`src/rtl/flash_sample_streamer_pkg.sv`:
```
// Shared audio types and clip constants for the flash-to-codec sample path.
package audio_pkg;

    typedef logic signed [15:0] sample_t;

    localparam int               FLASH_ADDR_W   = 23;
    localparam logic [22:0]      CLIP_LAST_WORD = 23'h0FFFFF;

    typedef enum logic [1:0] {
        RD_IDLE = 2'd0,
        RD_REQ  = 2'd1,
        RD_WAIT = 2'd2
    } rd_state_e;

endpackage

```
`src/rtl/flash_sample_streamer_if.sv`:
```
// Avalon-MM read-only master bundle between the streamer and the flash controller.
interface flash_sample_streamer_if #(
    parameter int ADDR_W = 23
);
    logic              flash_mem_read;
    logic [ADDR_W-1:0] flash_mem_address;
    logic              flash_mem_waitrequest;
    logic [31:0]       flash_mem_readdata;
    logic              flash_mem_readdatavalid;

    modport master (
        output flash_mem_read, flash_mem_address,
        input  flash_mem_waitrequest, flash_mem_readdata, flash_mem_readdatavalid
    );

    modport slave (
        input  flash_mem_read, flash_mem_address,
        output flash_mem_waitrequest, flash_mem_readdata, flash_mem_readdatavalid
    );
endinterface

```
`src/rtl/sample_fifo.sv`:
```
// Power-of-two synchronous FIFO; pushes when full and pops when empty are dropped.
module sample_fifo #(
    parameter int WIDTH = 32,
    parameter int DEPTH = 4
) (
    input  logic                     clk,
    input  logic                     rst_n,
    input  logic                     push_i,
    input  logic [WIDTH-1:0]         din_i,
    input  logic                     pop_i,
    output logic [WIDTH-1:0]         dout_o,
    output logic [$clog2(DEPTH):0]   count_o,
    output logic                     empty_o,
    output logic                     full_o
);
    localparam int AW = $clog2(DEPTH);
    localparam int CW = AW + 1;

    logic [WIDTH-1:0] mem_q [DEPTH];
    logic [AW-1:0]    wr_ptr_q, rd_ptr_q;
    logic [CW-1:0]    count_q;
    logic             do_push, do_pop;

    assign do_push = push_i && !full_o;
    assign do_pop  = pop_i && !empty_o;

    always_ff @(posedge clk) begin
        if (!rst_n) begin
            wr_ptr_q <= '0;
            rd_ptr_q <= '0;
            count_q  <= '0;
        end else begin
            if (do_push) begin
                mem_q[wr_ptr_q] <= din_i;
                wr_ptr_q        <= wr_ptr_q + 1'b1;
            end
            if (do_pop)
                rd_ptr_q <= rd_ptr_q + 1'b1;
            case ({do_push, do_pop})
                2'b10:   count_q <= count_q + 1'b1;
                2'b01:   count_q <= count_q - 1'b1;
                default: ;
            endcase
        end
    end

    assign dout_o  = mem_q[rd_ptr_q];
    assign count_o = count_q;
    assign empty_o = (count_q == '0);
    assign full_o  = (count_q == CW'(DEPTH));
endmodule

```
`src/rtl/flash_sample_streamer.sv`:
```
// Prefetches 32-bit words from flash over Avalon-MM and streams them out as
// two signed 16-bit samples each (low half first).
module flash_sample_streamer
    import audio_pkg::*;
#(
    parameter int                ADDR_W    = FLASH_ADDR_W,
    parameter int                DEPTH     = 4,
    parameter logic [ADDR_W-1:0] LAST_WORD = ADDR_W'(CLIP_LAST_WORD)
) (
    input  logic                      clk,
    input  logic                      rst_n,
    input  logic                      enable,
    flash_sample_streamer_if.master   fm,
    output sample_t                   sample,
    output logic                      sample_valid,
    input  logic                      sample_ready,
    output logic                      wrapped
);
    localparam int CW = $clog2(DEPTH) + 1;

    rd_state_e         state_q;
    logic              read_q, wrapped_q, half_q;
    logic [ADDR_W-1:0] addr_q;

    logic [CW-1:0]     fifo_count;
    logic [31:0]       fifo_word;
    logic              fifo_empty, fifo_full;
    logic              outstanding, space_ok, push, pop, xfer;

    // A read is only launched when its word is guaranteed a FIFO slot on arrival.
    assign outstanding = (state_q != RD_IDLE);
    assign space_ok    = !fifo_full && ((fifo_count + CW'(outstanding)) < CW'(DEPTH));
    assign push        = (state_q == RD_WAIT) && fm.flash_mem_readdatavalid;
    assign xfer        = sample_valid && sample_ready;
    assign pop         = xfer && half_q;

    always_ff @(posedge clk) begin
        if (!rst_n) begin
            state_q   <= RD_IDLE;
            read_q    <= 1'b0;
            addr_q    <= '0;
            wrapped_q <= 1'b0;
        end else begin
            wrapped_q <= 1'b0;
            case (state_q)
                RD_IDLE: if (enable && space_ok) begin
                    state_q <= RD_REQ;
                    read_q  <= 1'b1;
                end
                // Once issued, the request stays up regardless of enable.
                RD_REQ: if (!fm.flash_mem_waitrequest) begin
                    state_q   <= RD_WAIT;
                    read_q    <= 1'b0;
                    wrapped_q <= (addr_q == LAST_WORD);
                    addr_q    <= (addr_q == LAST_WORD) ? '0 : addr_q + 1'b1;
                end
                RD_WAIT: if (fm.flash_mem_readdatavalid)
                    state_q <= RD_IDLE;
                default: state_q <= RD_IDLE;
            endcase
        end
    end

    always_ff @(posedge clk) begin
        if (!rst_n)
            half_q <= 1'b0;
        else if (xfer)
            half_q <= ~half_q;
    end

    sample_fifo #(.WIDTH(32), .DEPTH(DEPTH)) u_fifo (
        .clk     (clk),
        .rst_n   (rst_n),
        .push_i  (push),
        .din_i   (fm.flash_mem_readdata),
        .pop_i   (pop),
        .dout_o  (fifo_word),
        .count_o (fifo_count),
        .empty_o (fifo_empty),
        .full_o  (fifo_full)
    );

    assign fm.flash_mem_read    = read_q;
    assign fm.flash_mem_address = addr_q;
    assign wrapped              = wrapped_q;
    assign sample_valid         = !fifo_empty;
    // Forced to zero on empty so a bubble never exposes a stale word.
    assign sample = fifo_empty ? sample_t'(0)
                  : (half_q ? sample_t'(fifo_word[31:16]) : sample_t'(fifo_word[15:0]));
endmodule

```
`src/flat_wrapper.sv`:
```
// flat-port wrapper written by rule: the top's interface ports become plain ports
module flash_sample_streamer_flat import audio_pkg::*;
#(
    parameter int                ADDR_W    = FLASH_ADDR_W,
    parameter int                DEPTH     = 4,
    parameter logic [ADDR_W-1:0] LAST_WORD = ADDR_W'(CLIP_LAST_WORD)
)
  (clk, rst_n, enable, sample, sample_valid, sample_ready, wrapped, fm_flash_mem_read, fm_flash_mem_address, fm_flash_mem_waitrequest, fm_flash_mem_readdata, fm_flash_mem_readdatavalid);
  flash_sample_streamer_if #(.ADDR_W(ADDR_W)) fm_i ();
  input  logic clk;
  input  logic rst_n;
  input  logic enable;
  output sample_t sample;
  output logic sample_valid;
  input  logic sample_ready;
  output logic wrapped;
  output wire logic [$bits(fm_i.flash_mem_read)-1:0] fm_flash_mem_read;
  output wire logic [$bits(fm_i.flash_mem_address)-1:0] fm_flash_mem_address;
  input wire logic [$bits(fm_i.flash_mem_waitrequest)-1:0] fm_flash_mem_waitrequest;
  input wire logic [$bits(fm_i.flash_mem_readdata)-1:0] fm_flash_mem_readdata;
  input wire logic [$bits(fm_i.flash_mem_readdatavalid)-1:0] fm_flash_mem_readdatavalid;
  assign fm_flash_mem_read = fm_i.flash_mem_read;
  assign fm_flash_mem_address = fm_i.flash_mem_address;
  assign fm_i.flash_mem_waitrequest = fm_flash_mem_waitrequest;
  assign fm_i.flash_mem_readdata = fm_flash_mem_readdata;
  assign fm_i.flash_mem_readdatavalid = fm_flash_mem_readdatavalid;
  flash_sample_streamer #(.ADDR_W(ADDR_W), .DEPTH(DEPTH), .LAST_WORD(LAST_WORD)) u_core (.clk(clk), .rst_n(rst_n), .enable(enable), .fm(fm_i), .sample(sample), .sample_valid(sample_valid), .sample_ready(sample_ready), .wrapped(wrapped));
endmodule
```
`config.mk`:
```
export PLATFORM = sky130hd
export DESIGN_NAME = flash_sample_streamer_flat
export DESIGN_NICKNAME = d
export VERILOG_FILES = /design/src/rtl/flash_sample_streamer_pkg.sv /design/src/rtl/flash_sample_streamer_if.sv /design/src/rtl/sample_fifo.sv /design/src/rtl/flash_sample_streamer.sv /design/src/flat_wrapper.sv
export SDC_FILE = /design/constraint.sdc
export NUM_CORES = 1
export LEC_CHECK = 0
export BUFFER_PORTS_ARGS = -buffer_cell sky130_fd_sc_hd__buf_2
export CAP_MARGIN = 20
export CELL_PAD_IN_SITES_DETAIL_PLACEMENT = 1
export CELL_PAD_IN_SITES_GLOBAL_PLACEMENT = 2
export CORE_UTILIZATION = 40
export DETAILED_ROUTE_END_ITERATION = 8
export PLACE_DENSITY = 0.78
export SYNTH_ARGS = -nofsm -noshare
export SYNTH_HDL_FRONTEND = slang
export SYNTH_SLANG_ARGS = --single-unit
```
`constraint.sdc`:
```
create_clock -name clk -period 6.9 [get_ports clk]
set_input_delay 1.725 -clock clk [delete_from_list [all_inputs] [get_ports clk]]
set_output_delay 1.725 -clock clk [all_outputs]
set_load 0.03 [all_outputs]
```
After elaboration in Yosys (flattened, before gate mapping)
Memory sizes are Yosys's and may differ from the RTL's. A register that Yosys moved wholly into a read port is not among the register bits.
Cells that the tools add are included.
{"block": "word_totals", "reg_bits": 35, "in_bits": 38, "wordCells": 63, "mem_bits_rw": 128, "mem_count": 1, "out_inout_bits": 42}
{"block": "classes", "magnitude_cmp": 1, "n_reduce_logical": 18, "eq_ne": 9, "n_bitwise": 4, "addsub": 6, "mux": 16}
{"memory": "u_core.u_fifo.mem_q", "words": 4, "word_bits": 32, "read_ports": 1, "rd_clocked_by_memory_dff": 1, "wr": 1, "line": "sample_fifo.sv:19", "text": "logic [WIDTH-1:0] mem_q [DEPTH];"}
{"cell": "16-bit 2-to-1 mux", "n": 2}
{"cell": "23-bit by 1-bit adder with 23-bit output (second input constant)", "n": 1}
{"cell": "23-bit by 20-bit equality test with 1-bit output (second input constant)", "n": 1}
{"cell": "23-bit 2-to-1 mux", "n": 1}
{"cell": "2-bit 2-to-1 mux", "n": 5}
{"cell": "1-bit logical AND", "n": 7}
{"cell": "2-bit one-hot mux with 3 select lines", "n": 1}
{"cell": "3-bit one-hot mux with 2 select lines", "n": 1}
{"cell": "3-bit AND reduction", "n": 2}
{"cell": "2-bit nonzero test", "n": 3}
{"cell": "1-bit 2-to-1 mux", "n": 5}
{"cell": "2-bit by 1-bit adder with 2-bit output (second input constant)", "n": 2}
{"cell": "2-bit by 1-bit equality test with 1-bit output (second input constant)", "n": 2}
{"cell": "2-bit equality test (second input constant)", "n": 2}
{"cell": "2-bit != test (second input constant)", "n": 2}
{"cell": "1-bit inverter", "n": 4}
{"cell": "3-bit by 1-bit adder with 3-bit output", "n": 1}
{"cell": "3-bit by 1-bit adder with 3-bit output (second input constant)", "n": 1}
{"cell": "3-bit equality test (second input constant)", "n": 1}
{"cell": "3-bit logical NOT", "n": 1}
{"cell": "3-bit < comparator (second input constant)", "n": 1}
{"cell": "3-bit OR reduction", "n": 1}
{"cell": "3-bit by 1-bit subtractor with 3-bit output (second input constant)", "n": 1}
{"cell": "1-bit logical NOT", "n": 2}
{"cell": "4 further kinds", "n": 4}

Longest topological paths before layout
{"block": "depth", "ltp_word": 7, "ltp_mapped": 9}

Cells and area by module
From an unflattened synthesis, not the netlist that was laid out.
{"block": "unflattened", "cells_unflattened": 413, "hier_area_um2": 6749.0}
{"mod": "sample_fifo", "n_inst": 1, "cells_per_inst": 221, "seq_area_each_um2": 4023.9, "area_per_inst_um2": 5152.4}
{"mod": "flash_sample_streamer", "n_inst": 1, "cells_per_inst": 192, "seq_area_each_um2": 560.5, "area_per_inst_um2": 1596.5}

Least setup slack after synthesis
Ideal clock, no wire load.
{"block": "synth_path", "path_type": "input to register", "from": "in fm_flash_mem_readdatavalid", "to": "mem u_core.u_fifo.mem_q[0][0], enable pin", "t_required_ps": 6508, "path_slack_ps": 3213, "arrival_time_ps": 3295, "path_stages": 3, "cell_sequence": "nand2_1 > a311oi_1 > and3_1"}
{"block": "synth_via", "elab_chain_cells": 5}
{"element": "from (decl)", "line": "flat_wrapper.sv:21", "text": "input wire logic [$bits(fm_i.flash_mem_readdatavalid)-1:0] fm_flash_mem_readdatavalid;"}
{"element": "1-bit logical AND", "line": "flash_sample_streamer.sv:33", "text": "assign push = (state_q == RD_WAIT) && fm.flash_mem_readdatavalid;"}
{"element": "1-bit logical AND", "line": "sample_fifo.sv:24", "text": "assign do_push = push_i && !full_o;"}
{"element": "1-bit 2-to-1 mux", "line": "sample_fifo.sv:33", "text": "if (do_push) begin"}
{"element": "1-bit 2-to-1 mux", "line": "sample_fifo.sv:28", "text": "if (!rst_n) begin"}
{"element": "1-bit 2-to-1 mux (implied by the code)", "line": "sample_fifo.sv:34", "text": "mem_q[wr_ptr_q] <= din_i;"}
{"element": "to (decl)", "line": "sample_fifo.sv:19"}
No other way between the ends.

==> summary.txt <==
Timing
  • RSZ-0062 raised after global routing: false
  • Final hold vios: 0
  • Slew HR: 0.3260
  • Max Freq: 248.1 MHz
  • Tmin final: 4.031 ns
  • Hold slack: 0.4824 ns
  • Final setup viols: 0
  • Fin crit share: 0.5842
  • Total Neg Setup Slack: 0 ns
  • Count of pins over their slew limit: 0
  • Tightest Pin Transition: 1.011 ns
  • Clock skew: 0.008858 ns

Global routing
  • Largest net degree at the start of global routing: 33
  • First-pass GRT wire length: 21.56 mm
  • Vias in the first global route: 4,041
  • Grt ovf: 0
  • Initial antenna violation count: 2
  • GRT Overall Usage: 0.1744

Layout
  • Nets: 537
  • Cell area after layout: 7871 um^2
  • Area of the multi-input gates: 1909 um^2
  • # diodes: 0
  • Fin util: 0.4919
  • Fillcell total: 1,591
  • Layout area overhead: 19.01%
  • Proportion of layout cells with a drive suffix above 1: 0.3254
  • Reg area: 4586 um^2

Worst setup path
  • WP data required: 5.18 ns
  • Reg2Reg Setup Slack: 4.27 ns
  • Critical path class: flop to output port
  • R2R Path End: u_core.fm.flash_mem_address[19]$_SDFFE_PN0P_
  • WP data arrival: 2.31 ns
  • Setup crit end kind: output port
  • CP max FO: 32
  • CP Launch Type: flop
  • Critical R2R Launch: u_core.state_q[0]$_SDFFE_PN0P_
  • FF-to-FF path depth: 4

Die
  • Initial Util: 0.4134
  • Ports: 80
  • Row cnt: 46
  • Die height: 130.6 um
  • Die Width: 130.6 um
  • Core Region: 16,000 um^2
  • Die ar.: 17,050 um^2

Run status
  • Status: complete, no violations

Placed design
  • Number of port buffers: 79
  • Dpl cell area: 7262 um^2
  • Routability cong.: 0.6935
  • DP Wirelength: 8.784 mm

Hold path
  • Hold Crit Class: flop to flop
  • Hold path depth: 2
  • WHS Endpoint: u_core.fm.flash_mem_read$_SDFFE_PN0P_
  • Worst Min Path Start: u_core.fm.flash_mem_read$_SDFFE_PN0P_

Detailed routing
  • Post-DR vias/cell: 5.208
  • Drt total wl: 13.79 mm
  • Initial DRC count: 173
  • Vias: 3,750
  • DRT antenna net count: 0
  • Max Used Layer: met5
  • DRC viols: 0
  • Routed met1 length: 5.989 mm
  • First-pass DRT Iterations: 4
  • Metal2 WL: 7.097 mm
  • Routed wire per std cell: 19.15 um
  • Length of routed met3 wiring: 457 um

CTS
  • Hold buffer count at cts: 0
  • Clock transition at the registers of the reported paths: 0.06 ns
  • CTS buffer count: 17
  • H-tree level count: 4
  • Resized Gates After CTS: 0
  • # clock sinks: 165
  • Worst skew pair latency: 0.43 ns
  • Post-CTS setup buffers: 0
  • Max Buffers Root-to-Sink: 2
  • CTS root buffer: clkbuf_16
  • TritonCTS clock tree: built

Power
  • Peak VDD IR: 0.0001738 V
  • Leakage power: 2.648 nW
  • Pwr dens: 267.3 nW/um^2

Logic synthesis
  • Synthesis-stage register bit count: 165
  • Yosys Warn Count: 0
  • Syn avg cell area: 16.45 um^2
  • Syn_nets: 447
  • Mapped Cells: 402
  • Seq/Total Area, Yosys: 0.6932
  • Synth Cell Area: 6614 um^2
  • Synth unique cells: 39

Flow run
  • Number of maximum-capacitance violations: 0
==> cell usage after synthesis, drive strengths merged <==
| cell type | n | area [um^2] |
|---|---|---|
| mux2i | 17 | 170.2 |
| or3b | 1 | 8.760 |
| a21oi | 17 | 85.08 |
| nand4 | 5 | 37.53 |
| and4 | 1 | 8.760 |
| dfxtp | 37 | 740.7 |
| nor3 | 5 | 25.02 |
| ha | 6 | 75.07 |
| nor2 | 40 | 175.2 |
| clkbuf | 9 | 33.78 |
| o21bai | 1 | 7.510 |
| o21ai | 10 | 50.05 |
| nand3 | 7 | 35.03 |
| nand4bb | 2 | 38.79 |
| clkinv | 1 | 3.750 |
| and3 | 7 | 43.79 |
| fa | 1 | 20.02 |
| xor2 | 6 | 52.55 |
| or3 | 10 | 62.56 |
| inv | 10 | 37.54 |
| edfxtp | 128 | 3844 |
| buf | 7 | 50.05 |
| o31ai | 3 | 36.28 |
| nor4 | 4 | 25.02 |
| or2 | 1 | 6.260 |
| nor3b | 2 | 15.01 |
| or4 | 5 | 41.29 |
| nand2 | 15 | 58.81 |
| mux4 | 32 | 720.7 |
| xnor2 | 11 | 96.34 |
| a311oi | 1 | 8.760 |
==> sequential cells by signal, summed over array words and instances, names as in the netlist, named ones only <==
name,cells
u_core.fm.flash_mem_address,23
u_core.fm.flash_mem_read,1
u_core.half_q,1
u_core.state_q,2
u_core.u_fifo.count_o,3
u_core.u_fifo.mem_q,128
u_core.u_fifo.rd_ptr_q,2
u_core.u_fifo.wr_ptr_q,2
u_core.wrapped,1
==> worst max-delay path, stage by stage (launching register included) <==
cell and delay (ns):
dfxtp_2 0.31, buf_4 0.53, mux4_2 0.59, mux2i_1 0.18, nor2_1 0.06, buf_2 0.18
==> cell type report <==
cell class / instances / area share
clock buffers: 18 / 0.05452
multi-input cells: 210 / 0.2426
repair buffers: 87 / 0.05786
inverters: 11 / 0.005246
well taps: 216 / 0.03433
flip-flops and latches: 165 / 0.5826
clock inverters: 13 / 0.02289
==> layout by cell type (no fill, tap or decap), types with 6 or more instances in the layout <==
cell type,Yosys,final
dfxtp_1,37,36
buf_2,4,79
buf_4,1,8
ha_1,6,6
o21ai_0,10,10
mux4_2,32,32
xor2_1,6,6
nor2_1,30,30
xnor2_1,11,11
edfxtp_1,128,128
nand2_1,14,14
and3_1,7,7
inv_1,10,10
a21oi_1,17,17
mux2i_1,17,17
nand3_1,7,7
clkbuf_16,0,17
nor2_2,10,10
or3_1,10,10
==> report_power, final <==
group | internal (W) | switching (W) | leakage (nW) | total (W)
Clock | 0.000603 | 0.000377 | 0.297 | 0.000980
Combinational | 0.0000170 | 0.0000305 | 0.901 | 0.0000475
Sequential | 0.00107 | 0.00000380 | 1.45 | 0.00108
Total | 0.00169 | 0.000412 | 2.65 | 0.00210
==> through the flow <==
stage / instances / power (W) / worst slack (ns)
finish: 720 / 0.002104 / 2.869
global route: 720 / 0.002159 / 2.695
CTS: 720 / 0.002123 / 2.790
detailed placement: 689 / 0.001146 / 2.916
global placement: 689 / 0.001143 / 3.028
floorplan: 402 / 0.001120 / 3.213
==> how the worst max path moves through the flow <==
stage | start | endpoint | slack [ns] | depth (start not counted)
after floorplan | fm_flash_mem_readdatavalid | u_core.u_fifo.mem_q[0][0]$_DFFE_PP_ | 3.21 | 3
after global placement | fm_flash_mem_waitrequest | u_core.fm.flash_mem_address[17]$_SDFFE_PN0P_ | 3.03 | 5
after detailed placement | fm_flash_mem_waitrequest | u_core.fm.flash_mem_address[19]$_SDFFE_PN0P_ | 2.92 | 5
after CTS | flop | sample[9] | 2.79 | 5
after global routing | flop | sample[1] | 2.70 | 5
final | flop | sample[1] | 2.87 | 5
==> logic make-up after synthesis <==
logic type               synth area share
AO/OA/AOI/OAI                     0.02838
XOR/XNOR                          0.02251
adder cells (fa/ha/maj)           0.01438
buffers and inverters             0.01892
flip-flops                         0.6932
multiplexers                       0.1347
AND/OR/NAND/NOR                   0.08797
==> layer usage <==
layer / vias to the layer above / GRT usage
li1: 1734 / -
met1: 1934 / 0.2091
met2: 58 / 0.3035
met3: 20 / 0.04275
met4: 4 / 0.06694
met5: - / 0
(Power assumes the default switching activity.)
